File: config.mk
export PLATFORM = sky130hd
export DESIGN_NAME = leb128_const_decoder_flat
export DESIGN_NICKNAME = d
export VERILOG_FILES = /design/src/rtl/leb128_const_decoder_pkg.sv /design/src/rtl/leb128_const_decoder_if.sv /design/src/rtl/leb128_const_decoder_final_check.sv /design/src/rtl/leb128_const_decoder.sv /design/src/flat_wrapper.sv
export SDC_FILE = /design/constraint.sdc
export NUM_CORES = 1
export LEC_CHECK = 0
export CORE_MARGIN = 2
export CORE_UTILIZATION = 35
export CTS_BUF_LIST = sky130_fd_sc_hd__clkbuf_8
export DETAILED_ROUTE_END_ITERATION = 7
export PLACE_DENSITY = 0.52
export SYNTH_ARGS = -nofsm -noshare
export SYNTH_HDL_FRONTEND = slang
export SYNTH_HIERARCHICAL = 1
export SYNTH_SLANG_ARGS = --single-unit
File: constraint.sdc
create_clock -name clk -period 5.2 [get_ports clk]
set_input_delay 1.04 -clock clk [delete_from_list [all_inputs] [get_ports clk]]
set_output_delay 1.04 -clock clk [all_outputs]
set_load 0.02 [all_outputs]
File: src/rtl/leb128_const_decoder_pkg.sv
// Shared types and constants for the LEB128 immediate decoder.
// Trap codes follow the CPU-wide trap encoding.
package leb128_pkg;

  typedef enum logic [1:0] {
    IDLE,
    DECODE,
    DONE,
    ERROR
  } state_t;

  typedef logic [2:0] trap_t;

  localparam trap_t TRAP_NONE         = 3'd0;
  localparam trap_t TRAP_LEB_OVERLONG = 3'd5;
  localparam trap_t TRAP_LEB_OVERFLOW = 3'd6;

  localparam logic [3:0] LIMIT_32 = 4'd5;
  localparam logic [3:0] LIMIT_64 = 4'd10;

endpackage

File: src/rtl/leb128_const_decoder_if.sv
// Fetch-side byte stream and operand result bundle for the LEB128 decoder.
interface leb128_const_decoder_if;
  import leb128_pkg::*;

  logic        start;
  logic        is_signed;
  logic        width64;
  logic [7:0]  in_data;
  logic        in_valid;
  logic        in_ready;
  logic [63:0] result;
  logic        result_valid;
  logic        busy;
  trap_t       trap;

  modport master (
    output start, is_signed, width64, in_data, in_valid,
    input  in_ready, result, result_valid, busy, trap
  );

  modport slave (
    input  start, is_signed, width64, in_data, in_valid,
    output in_ready, result, result_valid, busy, trap
  );
endinterface

File: src/rtl/leb128_const_decoder_final_check.sv
// Validates the unused high payload bits of a final byte that sits at the
// encoding length limit; shorter encodings always pass.
module leb128_final_check
  import leb128_pkg::*;
(
  input  logic [7:0] data_byte,
  input  logic       is_signed,
  input  logic       width64,
  input  logic [3:0] count,
  output logic       ok
);

  logic [3:0] limit;

  always_comb begin
    limit = width64 ? LIMIT_64 : LIMIT_32;
    ok    = 1'b1;
    if (count == limit) begin
      unique case ({width64, is_signed})
        2'b00: ok = (data_byte[6:4] == 3'b000);
        2'b01: ok = (data_byte[6:3] == 4'b0000) || (data_byte[6:3] == 4'b1111);
        2'b10: ok = (data_byte[6:1] == 6'b000000);
        2'b11: ok = (data_byte[6:0] == 7'h00) || (data_byte[6:0] == 7'h7F);
        default: ok = 1'b1;
      endcase
    end
  end

endmodule

File: src/rtl/leb128_const_decoder.sv
// Streaming LEB128 immediate decoder: one byte per handshake, 32/64-bit,
// signed or unsigned, with sticky overlong/overflow traps.
module leb128_const_decoder
  import leb128_pkg::*;
#(
  parameter int unsigned MAX_WIDTH = 64
) (
  input logic                  clk,
  input logic                  reset,
  leb128_const_decoder_if.slave bus
);

  localparam int unsigned MAX_BYTES = (MAX_WIDTH + 6) / 7;

  state_t      state, state_next;
  trap_t       trap_q, trap_next;
  logic [63:0] acc, acc_next, fill, res_next, result_q;
  logic [6:0]  shift, shift_next, width;
  logic [3:0]  count, byte_num, limit;
  logic        sgn, w64, xfer, final_ok;

  assign bus.in_ready     = (state == DECODE);
  assign bus.busy         = (state == DECODE) || (state == DONE);
  assign bus.result_valid = (state == DONE);
  assign bus.result       = result_q;
  assign bus.trap         = trap_q;

  assign xfer     = (state == DECODE) && bus.in_valid;
  assign byte_num = count + 4'd1;
  assign limit    = w64 ? 4'(MAX_BYTES) : LIMIT_32;
  assign width    = w64 ? 7'd64 : 7'd32;

  leb128_final_check u_final_check (
    .data_byte (bus.in_data),
    .is_signed (sgn),
    .width64   (w64),
    .count     (byte_num),
    .ok        (final_ok)
  );

  // Sign fill covers only the bits above the payload actually received.
  always_comb begin
    shift_next = shift + 7'd7;
    acc_next   = acc | ({57'd0, bus.in_data[6:0]} << shift);
    fill       = '0;
    if (sgn && bus.in_data[6] && (shift_next < width))
      fill = ~((64'd1 << shift_next) - 64'd1);
    res_next = acc_next | fill;
    if (!w64)
      res_next[63:32] = '0;
  end

  always_comb begin
    state_next = state;
    trap_next  = trap_q;
    unique case (state)
      IDLE:   if (bus.start) state_next = DECODE;
      DECODE: begin
        if (xfer) begin
          if (!bus.in_data[7]) begin
            if (final_ok) begin
              state_next = DONE;
            end else begin
              state_next = ERROR;
              trap_next  = TRAP_LEB_OVERFLOW;
            end
          end else if (byte_num == limit) begin
            state_next = ERROR;
            trap_next  = TRAP_LEB_OVERLONG;
          end
        end
      end
      DONE:   state_next = IDLE;
      ERROR:  state_next = ERROR;
      default: state_next = IDLE;
    endcase
  end

  always_ff @(posedge clk or posedge reset) begin
    if (reset) begin
      state    <= IDLE;
      trap_q   <= TRAP_NONE;
      acc      <= '0;
      shift    <= '0;
      count    <= '0;
      sgn      <= 1'b0;
      w64      <= 1'b0;
      result_q <= '0;
    end else begin
      state  <= state_next;
      trap_q <= trap_next;
      if (state == IDLE && bus.start) begin
        sgn   <= bus.is_signed;
        w64   <= bus.width64 && (MAX_WIDTH == 64);
        acc   <= '0;
        shift <= '0;
        count <= '0;
      end else if (xfer) begin
        acc   <= acc_next;
        shift <= shift_next;
        count <= byte_num;
        if (!bus.in_data[7] && final_ok)
          result_q <= res_next;
      end
    end
  end

endmodule

File: src/flat_wrapper.sv
// flat-port wrapper written by rule: the top's interface ports become plain ports
module leb128_const_decoder_flat import leb128_pkg::*;
#(
  parameter int unsigned MAX_WIDTH = 64
)
  (clk, reset, bus_start, bus_is_signed, bus_width64, bus_in_data, bus_in_valid, bus_in_ready, bus_result, bus_result_valid, bus_busy, bus_trap);
  leb128_const_decoder_if bus_i ();
  input logic clk;
  input logic reset;
  input wire logic [$bits(bus_i.start)-1:0] bus_start;
  input wire logic [$bits(bus_i.is_signed)-1:0] bus_is_signed;
  input wire logic [$bits(bus_i.width64)-1:0] bus_width64;
  input wire logic [$bits(bus_i.in_data)-1:0] bus_in_data;
  input wire logic [$bits(bus_i.in_valid)-1:0] bus_in_valid;
  output wire logic [$bits(bus_i.in_ready)-1:0] bus_in_ready;
  output wire logic [$bits(bus_i.result)-1:0] bus_result;
  output wire logic [$bits(bus_i.result_valid)-1:0] bus_result_valid;
  output wire logic [$bits(bus_i.busy)-1:0] bus_busy;
  output wire logic [$bits(bus_i.trap)-1:0] bus_trap;
  assign bus_i.start = bus_start;
  assign bus_i.is_signed = bus_is_signed;
  assign bus_i.width64 = bus_width64;
  assign bus_i.in_data = bus_in_data;
  assign bus_i.in_valid = bus_in_valid;
  assign bus_in_ready = bus_i.in_ready;
  assign bus_result = bus_i.result;
  assign bus_result_valid = bus_i.result_valid;
  assign bus_busy = bus_i.busy;
  assign bus_trap = bus_i.trap;
  leb128_const_decoder #(.MAX_WIDTH(MAX_WIDTH)) u_core (.clk(clk), .reset(reset), .bus(bus_i));
endmodule
==> results of run 1 <==
[per-layer routing]
layer	track usage, %	wire [um]	vias to the layer above
met5	0	0	-
met4	12.2	1710	0
met3	4.37	2530	74
met2	43.3	17600	399
met1	39.5	17600	4572
li1	-	-	4209
[placed cells by master (no fill, tap or decap), types with 11 or more instances in the layout]
| master | n |
|---|---|
| a221oi_1 | 25 |
| nand2_1 | 116 |
| nor3_1 | 29 |
| and3_1 | 11 |
| nand3_1 | 12 |
| clkdlybuf4s50_1 | 83 |
| a31oi_1 | 27 |
| a21oi_1 | 104 |
| xnor2_1 | 29 |
| o21ai_1 | 13 |
| nor2_1 | 173 |
| dfrtp_1 | 146 |
| ha_1 | 13 |
| a22o_1 | 32 |
| o21ai_0 | 88 |
| clkbuf_8 | 18 |
| o221ai_1 | 17 |
| buf_4 | 41 |
[critical path: stages (launching register included)]
cell and delay (ns):
dfrtp_1 0.39, inv_1 0.15, ha_1 0.20, nor2b_1 0.58, o21ai_2 0.19, nand2_1 0.38, nor2_1 0.14, nand3_1 0.11
ha_1 0.28, inv_1 0.14, a21oi_1 0.12, o21ai_0 0.14, o21a_1 0.23, a211oi_1 0.25, xnor2_1 0.12, a221oi_1 0.27
o21ai_1 0.08
[cell type report]
cell class | instances | area (um2) | share of cell area, %
Timing Repair Buffer | 126 | 1180 | 10.8
Sequential cell | 146 | 3650 | 33.3
Multi-Input combinational cell | 871 | 5270 | 48.1
Tap cell | 335 | 419 | 3.83
Clock inverter | 14 | 138 | 1.26
Inverter | 11 | 46.3 | 0.423
Clock buffer | 18 | 248 | 2.26
[worst paths after layout]
kind / depth (start not counted) / end / startpoint
max reg2reg: 16 / u_core/bus.result[18] / u_core/shift[0]
min reg2reg: 1 / u_core/bus.trap[2] / u_core/bus.trap[2]
max: 16 / u_core/bus.result[18] / u_core/shift[0]
min: 1 / u_core/bus.trap[2] / u_core/bus.trap[2]
max in group asynchronous: 3 / u_core/bus.result[41] / reset
min in group asynchronous: 2 / u_core/bus.result[8] / reset
[registers in the layout, summed over array words and instances, names as in the netlist]
signal             cells
u_core/acc            64
u_core/bus.result     64
u_core/bus.trap        3
u_core/count           4
u_core/sgn             1
u_core/shift           7
u_core/state           2
u_core/w64             1
[metrics by stage]
| stage | hold slack [ns] | util (%) | instance area [um2] |
|---|---|---|---|
| 2_1_floorplan | 0.457 | - | 9280 |
| 3_3_place_gp | 0.452 | 40.6 | 10600 |
| 3_5_place_dp | 0.459 | 40.6 | 10600 |
| 4_1_cts | 0.486 | 42.0 | 11000 |
| 5_1_grt | 0.511 | 42.0 | 11000 |
| 6_report | 0.480 | 42.0 | 11000 |
[cells by family after synthesis]
family / after synthesis
AOI/OAI and AO/OA: 404
and+or+nand+nor: 404
DFF: 146
buffers and inverters: 92
xor gates and xnor gates: 37
muxes: 13
adders and majority gates: 13
==> summary.txt, run 1 <==
asr flop ratio synth = 100%
Distinct cells, synth = 85
period utilization = 75.1%
initial core utilization = 35.6%
worst slew pin tran = 1.11 ns
PortBufs = 83
post-synth net total = 1,136
Vias = 9,254
Fin Setup TNS = 0 ns
Root Buffer = clkbuf_8
die area = 0.0278 mm2
share of layout cells above drive strength 1 = 10.7%
synthesized area per cell = 8.37 um2
Final Setup Violations = 0
Post-Synth XOR/XNOR Area = 3.65%
number of max-cap violations = 0
CP required = 5.56 ns
Cell Area, Synth = 0.00928 mm2
Compound-Gate Fraction of Synth Area = 30.1%
Fill cells = 2,713
CTS Buf Count = 17
Final Max Slew Viols = 0
CTS tree = built
deepest clock path buffer count = 2
Synth Instances = 1,109
Post-route DRC = 0
number of enable flip-flop cells after synthesis = 0
CP endpoint kind = flip-flop
number of setup buffers added after CTS = 0
Layout Nets = 1,200
n_diodes = 0
DR iter-0 viols = 946
Warnings, synthesis = 6
Die Ht = 167 um
Seq/Total Area, Yosys = 39.4%
vias per cell = 6.08
commonest cells in the netlist = 173 x nor2_1, 146 x dfrtp_1, 116 x nand2_1, 104 x a21oi_1, 88 x o21ai_0
minimum clock period = 3.90 ns
post-synth top area share = 39.4%
final global-route overflow total = 0
Hold Vio Cnt, Final = 0
hpwl dp = 28.6 mm
CTS Hold Bufs = 0
initial antenna violation count = 0
CP arrival = 4.26 ns
Worst slew margin = 26.2%
Worst-path clk slew = 0.11 ns
Max Fclk = 0.256 GHz
CTS sink cnt = 146
final setup skew = 0.0252 ns
# IOs = 84
fin worst setup slack = 1.30 ns
adder-cell area share of the yosys netlist = 1.75%
routed len/inst = 25.9 um
dpl ws = 1.16 ns
Main synth FF type = dfrtp_1
worst skew pair latency = 0.48 ns
total global-route track usage = 28.2%
Layout area overhead = 18.0%
largest net degree at the start of global routing = 91
Routed Antenna Nets = 0
outcome = completed
HP Class = reg -> reg
R2R Setup Slk = 1.30 ns
dpl cells = 1,489
DRT Pass-1 Iters = 5
top-count cell post-synth = nor2_1
cell row count = 59
RSZ-0062 raised after global routing = false
core area = 0.0261 mm2
post-synthesis mux area share = 1.62%
non-filler instance count after layout = 1,521
main combinational cell family by area after synthesis = compound AO/OA/AOI/OAI gates
Post-Route WL = 39.5 mm
post-synth top area cell = dfrtp_1
flops & latches, synth = 146
Synth area leaders = dfrtp_1 39%, nor2_1 7.0%, a21oi_1 5.6%, o21ai_0 4.7%, nand2_1 4.7%
global-route wire length before repair = 59.1 mm
CTS resizes = 0
number of global-route vias before repair = 8,942
Die W = 167 um
Setup CP Type = reg -> reg
type of origin of the critical path = flip-flop
H-tree levels = 4
Critical Path Fanout Max = 10
gp weighted congestion = 0.954
simple-gate share of the synthesized area = 19.6%
Power of run 1 is left out: the tool's default activity adds up to more than one toggle a clock period on the data nets, which glitch-free logic cannot reach.
==> run 2: changes to the inputs <==
PLACE_DENSITY = 0.5   (was 0.52)
clock period = 3.6 ns   (was 5.2 ns; I/O delays follow)
==> summary.txt, run 2 (synthesis gave the netlist of run 1 again) <==
CP arrival = 3.91 ns (-0.35 ns)
die area = 0.0278 mm2 (unchanged)
initial core utilization = 35.6% (unchanged)
CTS Buf Count = 17 (unchanged)
dpl ws = 0.120 ns (-1.04 ns)
routed len/inst = 23.9 um (-7.8%)
CTS resizes = 0 (unchanged)
slowest cell delay on critical path = 0.63 ns (+0.05 ns)
vias per cell = 5.98 (-1.7%)
CP delay by family, top = compound AO/OA/AOI/OAI gates
final setup skew = 0.0229 ns (-0.00229 ns)
Fill cells = 2,629 (-3.1%)
most frequent cells in the layout = 171 x nor2_1, 145 x dfrtp_1, 116 x buf_4
Worst slew margin = 43.0% (+17 points)
H-tree levels = 4 (unchanged)
RSZ-0062 raised after global routing = false
number of global-route vias before repair = 9,220 (+3.1%)
deepest clock path buffer count = 2 (unchanged)
HP Class = reg -> reg
hpwl dp = 28.4 mm (-0.63%)
dpl cells = 1,566 (+5.2%)
met2 Usage GRT = 41.9% (-1.4 points)
Layout area overhead = 25.2%
CP required = 3.99 ns (-1.57 ns)
# IOs = 84 (unchanged)
Worst-path clk slew = 0.11 ns (about the same)
gr busiest metal = met2
largest net degree at the start of global routing = 81 (-11%)
core area = 0.0261 mm2 (unchanged)
Layout Nets = 1,277 (+6.4%)
most frequent CP cell = o21ai_0
Final Setup Violations = 0 (unchanged)
outcome = completed
number of max-cap violations = 0 (unchanged)
global-route wire length before repair = 59.0 mm (about the same)
cell row count = 59 (unchanged)
number of setup buffers added after CTS = 0 (unchanged)
fin area = 0.0116 mm2 (+6.1%)
CTS sink cnt = 146 (unchanged)
Fin Setup TNS = 0 ns (unchanged)
Final Max Slew Viols = 0 (unchanged)
total global-route track usage = 27.7% (-0.54 points)
CP max stage cell = a222oi_1
gp weighted congestion = 1.00 (+5.1%)
period utilization = 98.0% (+23 points)
PortBufs = 83 (unchanged)
Die Ht = 167 um (unchanged)
Routed Antenna Nets = 0 (unchanged)
GRT met1 Usage = 39.6% (+0.080 points)
Root Buffer = clkbuf_8
minimum clock period = 3.53 ns (-0.375 ns)
CP endpoint kind = flip-flop
share of layout cells above drive strength 1 = 16.8% (+6.1 points)
Die W = 167 um (unchanged)
Cell Area, Placed = 0.0112 mm2 (+5.8%)
GRT met3 Usage = 5.63% (+1.3 points)
initial antenna violation count = 0 (unchanged)
Max Fclk = 0.283 GHz (+11%)
final global-route overflow total = 0 (unchanged)
Buf/Inv on CP = 1 (-1)
cells along the critical path = buf_4 > or3_1 > a32o_2 > o21ai_2 > nand2_1 > a222oi_1 > o21ai_0 > a21oi_1 > o21ai_0 > o21a_1
worst skew pair latency = 0.48 ns (about the same)
non-filler instance count after layout = 1,598 (+5.1%)
commonest non-fill, non-tap cell in the layout = nor2_1
Setup CP Type = reg -> reg
Hold Vio Cnt, Final = 0 (unchanged)
Post-route DRC = 0 (unchanged)
fin worst setup slack = 0.0718 ns (-1.23 ns)
worst slew pin tran = 0.845 ns (-0.261 ns)
type of origin of the critical path = flip-flop
Post-Route WL = 38.2 mm (-3.2%)
Vias = 9,555 (+3.3%)
Critical Path Fanout Max = 10 (unchanged)
CTS tree = built
n_diodes = 0 (unchanged)
CTS Hold Bufs = 0 (unchanged)
DR iter-0 viols = 1,144 (+21%)
DRT Pass-1 Iters = 6 (+1)
## run 2: worst paths after layout
kind | startpoint | end | slack (ns) | depth (start not counted)
setup / recovery | u_core/shift[3] | u_core/bus.result[31] | 0.07 | 10
hold / removal | u_core/bus.result[27] | u_core/bus.result[27] | 0.49 | 2
setup reg to reg | u_core/shift[3] | u_core/bus.result[31] | 0.07 | 10
hold reg to reg | u_core/bus.result[27] | u_core/bus.result[27] | 0.49 | 2
max in group asynchronous | reset | u_core/bus.result[63] | 2.49 | 3
min in group asynchronous | reset | u_core/acc[13] | 0.70 | 3
## run 2: routing by layer
layer,vias to the layer above,wire (um)
li1,4367,-
met1,4691,17400
met2,429,16900
met3,68,2700
met4,0,1150
met5,-,0
## run 2: tightest hold or removal path, cell delays in order, from the launching register on
cell and delay, ns:
dfrtp_1 0.35, nand2_1 0.05, o21ai_0 0.05
## run 2: cell type report
type / instances / area, um2 / area share [%]
clock buffer: 17 / 234 / 2.01
clock inverter: 15 / 183 / 1.57
inverter: 11 / 45.0 / 0.388
sequential: 146 / 3650 / 31.4
tap: 335 / 419 / 3.61
multi-input combinational: 871 / 5300 / 45.6
timing repair buffer: 203 / 1780 / 15.3
## run 2: through the flow
| stage | util [%] | hold WS [ns] |
|---|---|---|
| after floorplan | - | 0.457 |
| after global placement | 42.9 | 0.454 |
| after detailed placement | 42.9 | 0.456 |
| after CTS | 44.5 | 0.493 |
| after global routing | 44.6 | 0.522 |
| final | 44.6 | 0.486 |
Power of run 2 is left out for the same reason.
==> run 3: changes to the inputs <==
CAP_MARGIN = 10   (was default)
CTS_CLUSTER_SIZE = 24   (was default)
==> results of run 3 <==
Final layout, timing and power as in run 2 (identical DEF).
Power of run 3 is left out for the same reason.
